===== config.mk =====
export PLATFORM = sky130hd
export DESIGN_NAME = fetch_prefetch_queue
export DESIGN_NICKNAME = d
export VERILOG_FILES = /design/src/rtl/fetch_prefetch_queue.sv
export SDC_FILE = /design/constraint.sdc
export NUM_CORES = 1
export LEC_CHECK = 0
export CORE_ASPECT_RATIO = 0.8
export CORE_UTILIZATION = 60
export CTS_CLUSTER_SIZE = 25
export DETAILED_ROUTE_END_ITERATION = 6
export HOLD_SLACK_MARGIN = 0.06
export PLACE_DENSITY_LB_ADDON = 0.05
export SLEW_MARGIN = 5
export SYNTH_ARGS = -nofsm -noshare
export SYNTH_HDL_FRONTEND = slang
export SYNTH_SLANG_ARGS = --single-unit

===== constraint.sdc =====
create_clock -name clock -period 8.2 [get_ports clock]
set_input_delay 0.82 -clock clock [delete_from_list [all_inputs] [get_ports clock]]
set_output_delay 0.82 -clock clock [all_outputs]
set_load 0.03 [all_outputs]

===== src/rtl/fetch_prefetch_queue.sv =====
// Instruction-fetch front end: issues sequential word fetches, buffers returned
// {pc, instr} pairs in an in-order queue and flushes/restarts on redirect.
module fetch_prefetch_queue #(
   parameter int              XLEN     = 32,
   parameter int              DEPTH    = 4,
   parameter int              MAX_OUT  = 4,
   parameter logic [XLEN-1:0] RESET_PC = '0
) (
   input  logic            clock,
   input  logic            reset,
   output logic            imem_req_valid,
   input  logic            imem_req_ready,
   output logic [XLEN-1:0] imem_req_addr,
   input  logic            imem_rsp_valid,
   input  logic [XLEN-1:0] imem_rsp_data,
   input  logic            redirect_valid,
   input  logic [XLEN-1:0] redirect_pc,
   output logic            inst_valid,
   input  logic            inst_ready,
   output logic [XLEN-1:0] inst_pc,
   output logic [XLEN-1:0] inst_data
);

   localparam int PTR_W = (DEPTH > 1) ? $clog2(DEPTH) : 1;
   localparam int OCC_W = $clog2(DEPTH + 1);
   localparam int CNT_W = $clog2(MAX_OUT + 1);

   logic [XLEN-1:0]  fetch_pc_q, fetch_pc_d;
   logic [XLEN-1:0]  rsp_pc_q, rsp_pc_d;
   logic [CNT_W-1:0] inflight_q, inflight_d;
   logic [CNT_W-1:0] drop_q, drop_d;
   logic [OCC_W-1:0] occ_q, occ_d;
   logic [PTR_W-1:0] wr_ptr_q, wr_ptr_d;
   logic [PTR_W-1:0] rd_ptr_q, rd_ptr_d;
   logic [XLEN-1:0]  pc_mem_q   [DEPTH];
   logic [XLEN-1:0]  data_mem_q [DEPTH];

   logic [CNT_W-1:0] live_s;
   logic [31:0]      reserved_s;
   logic [XLEN-1:0]  redirect_pc_s;
   logic             req_valid_s;
   logic             req_fire_s;
   logic             rsp_ok_s;
   logic             rsp_drop_s;
   logic             push_s;
   logic             pop_s;
   logic             inst_valid_s;

   // Handshake qualification; a request reserves a queue slot for its response.
   always_comb begin
      redirect_pc_s = redirect_pc & ~XLEN'(2'b11);
      live_s        = inflight_q - drop_q;
      reserved_s    = 32'(occ_q) + 32'(live_s);
      req_valid_s   = !reset && !redirect_valid &&
                      (32'(inflight_q) < 32'(MAX_OUT)) &&
                      (reserved_s < 32'(DEPTH));
      req_fire_s    = req_valid_s && imem_req_ready;
      rsp_ok_s      = imem_rsp_valid && (inflight_q != {CNT_W{1'b0}});
      rsp_drop_s    = rsp_ok_s && (drop_q != {CNT_W{1'b0}});
      push_s        = rsp_ok_s && (drop_q == {CNT_W{1'b0}}) && !redirect_valid;
      inst_valid_s  = !reset && !redirect_valid && (occ_q != {OCC_W{1'b0}});
      pop_s         = inst_valid_s && inst_ready;
   end

   // Next-state for fetch/response pointers, in-flight accounting and queue pointers.
   always_comb begin
      fetch_pc_d = fetch_pc_q;
      rsp_pc_d   = rsp_pc_q;
      inflight_d = inflight_q;
      drop_d     = drop_q;
      occ_d      = occ_q;
      wr_ptr_d   = wr_ptr_q;
      rd_ptr_d   = rd_ptr_q;
      if (redirect_valid) begin
         // every request still outstanding after this cycle belongs to the old path
         fetch_pc_d = redirect_pc_s;
         rsp_pc_d   = redirect_pc_s;
         inflight_d = inflight_q - CNT_W'(rsp_ok_s);
         drop_d     = inflight_q - CNT_W'(rsp_ok_s);
         occ_d      = {OCC_W{1'b0}};
         wr_ptr_d   = {PTR_W{1'b0}};
         rd_ptr_d   = {PTR_W{1'b0}};
      end else begin
         if (req_fire_s) begin
            fetch_pc_d = fetch_pc_q + XLEN'(3'd4);
         end else begin
            fetch_pc_d = fetch_pc_q;
         end
         if (push_s) begin
            rsp_pc_d = rsp_pc_q + XLEN'(3'd4);
            wr_ptr_d = wr_ptr_q + PTR_W'(1'b1);
         end else begin
            rsp_pc_d = rsp_pc_q;
            wr_ptr_d = wr_ptr_q;
         end
         if (pop_s) begin
            rd_ptr_d = rd_ptr_q + PTR_W'(1'b1);
         end else begin
            rd_ptr_d = rd_ptr_q;
         end
         inflight_d = inflight_q + CNT_W'(req_fire_s) - CNT_W'(rsp_ok_s);
         drop_d     = drop_q - CNT_W'(rsp_drop_s);
         occ_d      = occ_q + OCC_W'(push_s) - OCC_W'(pop_s);
      end
   end

   // Control state registers with synchronous reset.
   always_ff @(posedge clock) begin
      if (reset) begin
         fetch_pc_q <= RESET_PC;
         rsp_pc_q   <= RESET_PC;
         inflight_q <= {CNT_W{1'b0}};
         drop_q     <= {CNT_W{1'b0}};
         occ_q      <= {OCC_W{1'b0}};
         wr_ptr_q   <= {PTR_W{1'b0}};
         rd_ptr_q   <= {PTR_W{1'b0}};
      end else begin
         fetch_pc_q <= fetch_pc_d;
         rsp_pc_q   <= rsp_pc_d;
         inflight_q <= inflight_d;
         drop_q     <= drop_d;
         occ_q      <= occ_d;
         wr_ptr_q   <= wr_ptr_d;
         rd_ptr_q   <= rd_ptr_d;
      end
   end

   // Queue storage; contents are only meaningful below the occupancy count.
   always_ff @(posedge clock) begin
      if (push_s) begin
         pc_mem_q[wr_ptr_q]   <= rsp_pc_q;
         data_mem_q[wr_ptr_q] <= imem_rsp_data;
      end
   end

   assign imem_req_valid = req_valid_s;
   assign imem_req_addr  = fetch_pc_q;
   assign inst_valid     = inst_valid_s;
   assign inst_pc        = pc_mem_q[rd_ptr_q];
   assign inst_data      = data_mem_q[rd_ptr_q];

endmodule


==> flow_summary.ini <==
[run_status]
status = completed

[synth]
synthMuxAreaShare_pct = 10.8
ys_seq_elements = 323
synth_top_family_by_area = multiplexers
yosysSeqAreaShare_pct = 67.5
synth_top_cell_by_area = edfxtp_1
synthTopCellsByArea = edfxtp_1 (56%), dfxtp_1 (11%), mux4_2 (11%)
syn_inst = 851
synthSimpleGateAreaFrac_pct = 8.22
yosys_warnings = 0
synth_compound_area_share_pct = 5.59
yosys.area.top_type_share_pct = 56.1
ys_async_sr_fraction_pct = 0
syn-mean-instance-area_um2 = 15.6
synthAdderAreaFrac_pct = 2.06
synth-edff-count = 248
synth_xor_area_share_pct = 3.17
syn_area_um2 = 13300
yosys.cell_types.count = 62
ys.flop_type = edfxtp_1

[die]
die_w_um = 168
rows = 48
die_y_um = 135
fp.coreArea_um2 = 21600
start_util_pct = 61.3
io_pins = 168
dieArea_um2 = 22700

[timing]
setup_viol_count_final = 0
fin_crit_sh_pct = 51.5
fin_worst_skew_ns = 0.0132
slew_headroom_pct = 36.3
rsz0062_at_grt = false
hold_viol_final = 0
tightest_slew_ns = 0.956
maxSlewViolCount = 0
fin_ws_ns = 3.98
fmax_ghz = 0.237
period_needed_ns = 4.22
tns_ns = 0

[power_and_ir_drop]
ir_drop_mv = 0.134
switching_share_pct = 25.1
pwr-share-comb_pct = 14.2
p_leak_uw = 0.00526
pwr-share-clk_pct = 34.7
p_int_uw = 2800
p_per_area_nw_per_um2 = 234
power_switching_uw = 939
seq_power_share_pct = 51.1

[global_routing]
grt_util_all_layers_pct = 25.0
grt_first_pass_wirelength_mm = 43.8
grt_remaining_overflow = 0
first_global_vias = 8054
grt_antenna_before_repair = 0
grt_max_degree = 63

[clock_network]
ctsRootBufferMaster = clkbuf_16
cts_resized = 0
h-tree-depth = 1
clk_pin_slew_worst_paths_ns = 0.06
clock_path_buffers = 3
cts_setup_buffers = 0
cts.sinks = 323
holdBufCountCts = 0
cts_tree = yes
clock_latency_ns = 0.55
cts_buffers = 30

[worst_hold_path]
hold_depth = 2
worstHoldPathType = reg -> reg

[flow_run]
cap_violations = 0

[critical_path]
cp-end-kind = output port
r2r_cells = 18
crit_fanout = 3
worstSetupStartpointType = flip-flop
critPathKind = reg -> out
critPathRequiredTime_ns = 7.38
r2r_slack_ns = 3.98
worstPathArrival_ns = 3.40

[placement]
dpl_worst_slack_ns = 3.95
gp_congestion = 0.906
port_buffers = 161
place_hpwl_mm = 17.5

[routing]
wl_mm = 28.0
drc = 0
drt-initial-drc-count = 670
vias_per_cell = 6.13
dr.pass1.iters = 4
vias = 7989
routedWlPerCell_um = 21.5
ant_nets = 0

[layout]
diodes = 0
area_growth_pct = 20.5
drive_gt1_share_pct = 12.5
fin_nets = 1095
-- path summary, 6_finish.rpt --
check	from	to
min reg2reg	imem_req_addr[16]$_SDFFE_PP0P_	imem_req_addr[16]$_SDFFE_PP0P_
min	imem_req_addr[16]$_SDFFE_PP0P_	imem_req_addr[16]$_SDFFE_PP0P_
max reg2reg	inflight_q[0]$_SDFF_PP0_	inflight_q[2]$_SDFF_PP0_
max	inflight_q[0]$_SDFF_PP0_	imem_req_valid
-- per-layer routing --
layer / track usage [%] / wire length, µm / share of wire [%] / up-vias
met4: 6.26 / 513 / 1.8 / 0
met1: 36.8 / 12500 / 45 / 3989
met2: 39.3 / 13100 / 47 / 357
met5: 0 / 0 / 0 / -
li1: - / - / - / 3598
met3: 4.19 / 1920 / 6.9 / 45
-- sequential cells by signal, summed over array words and instances, names as in the netlist, named ones only --
name           flops
occ_q              3
inflight_q         3
wr_ptr_q           2
rsp_pc_q          30
rd_ptr_q           2
drop_q             3
pc_mem_q         120
data_mem_q       128
imem_req_addr     30
-- power by group through the flow --
stage	clock, µW	sequential (µW)	combinational (µW)
after CTS	1320	1910	531
after detailed placement	0	1940	528
after floorplan	0	1940	330
final	1300	1910	529
after global routing	1380	1920	570
after global placement	0	1940	513
-- kinds of logic (layout without fill, tap and decap cells) --
logic type / count (synthesis) / after routing
AO/OA/AOI/OAI: 110 / 110
flip-flops: 323 / 323
multiplexers: 66 / 66
AND/OR/NAND/NOR: 201 / 201
other: 1 / 4
XOR/XNOR: 48 / 48
adder cells (fa/ha/maj): 20 / 20
buffers and inverters: 82 / 256
-- placed cells by master (no fill, tap or decap), types with 30 or more instances in the layout --
cell and n:
a21oi_1 34, clkbuf_16 31, clkdlybuf4s50_1 160, dfxtp_1 73, edfxtp_1 248, inv_1 32
mux4_2 62, nand2_1 39, nor2_1 38, xor2_1 30
-- critical path: stages, from the launching register on --
cell and delay, ns:
dfxtp_1 0.35, inv_1 0.10, ha_1 0.16, inv_1 0.05, fa_1 0.37, xor2_1 0.23
xnor2_1 0.15, ha_1 0.27, nor4_4 0.29, and3_1 0.21, clkdlybuf4s50_1 0.67
-- metrics by stage --
stage | hold slack (ns) | cell area [µm²] | total power, µW | instances | util [%]
3_5_place_dp | 0.504 | 15100 | 2470 | 1248 | 69.7
3_3_place_gp | 0.493 | 15100 | 2450 | 1248 | 69.7
4_1_cts | 0.515 | 16000 | 3760 | 1303 | 73.9
6_report | 0.521 | 16000 | 3740 | 1303 | 73.9
5_1_grt | 0.544 | 16000 | 3870 | 1303 | 73.9
2_1_floorplan | 0.481 | 13300 | 2270 | 854 | -
-- cell usage after synthesis, types with 5 or more instances --
cell,count
edfxtp_1,248
dfxtp_1,75
mux4_2,62
nand2_1,39
nor2_1,38
a21oi_1,34
inv_1,32
xor2_1,30
nand3_1,26
nand4_1,26
clkbuf_1,25
a21boi_0,20
xnor2_1,18
ha_1,17
a211oi_1,12
and3_1,12
buf_2,12
nor3_1,11
and2_1,10
and4_1,10
a31oi_1,9
o21ai_0,7
nor4_1,6
o21a_1,6
buf_4,5
or3_1,5
-- layout make-up --
class	count	area, µm²
Inverter	35	131
Tap cell	275	344
Fill cell	1348	5630
Clock buffer	45	870
Multi-Input combinational cell	449	3990
Clock inverter	10	56.3
Timing Repair Buffer	166	1640
Sequential cell	323	8950
Note: power is estimated with default switching activity, not from simulation.
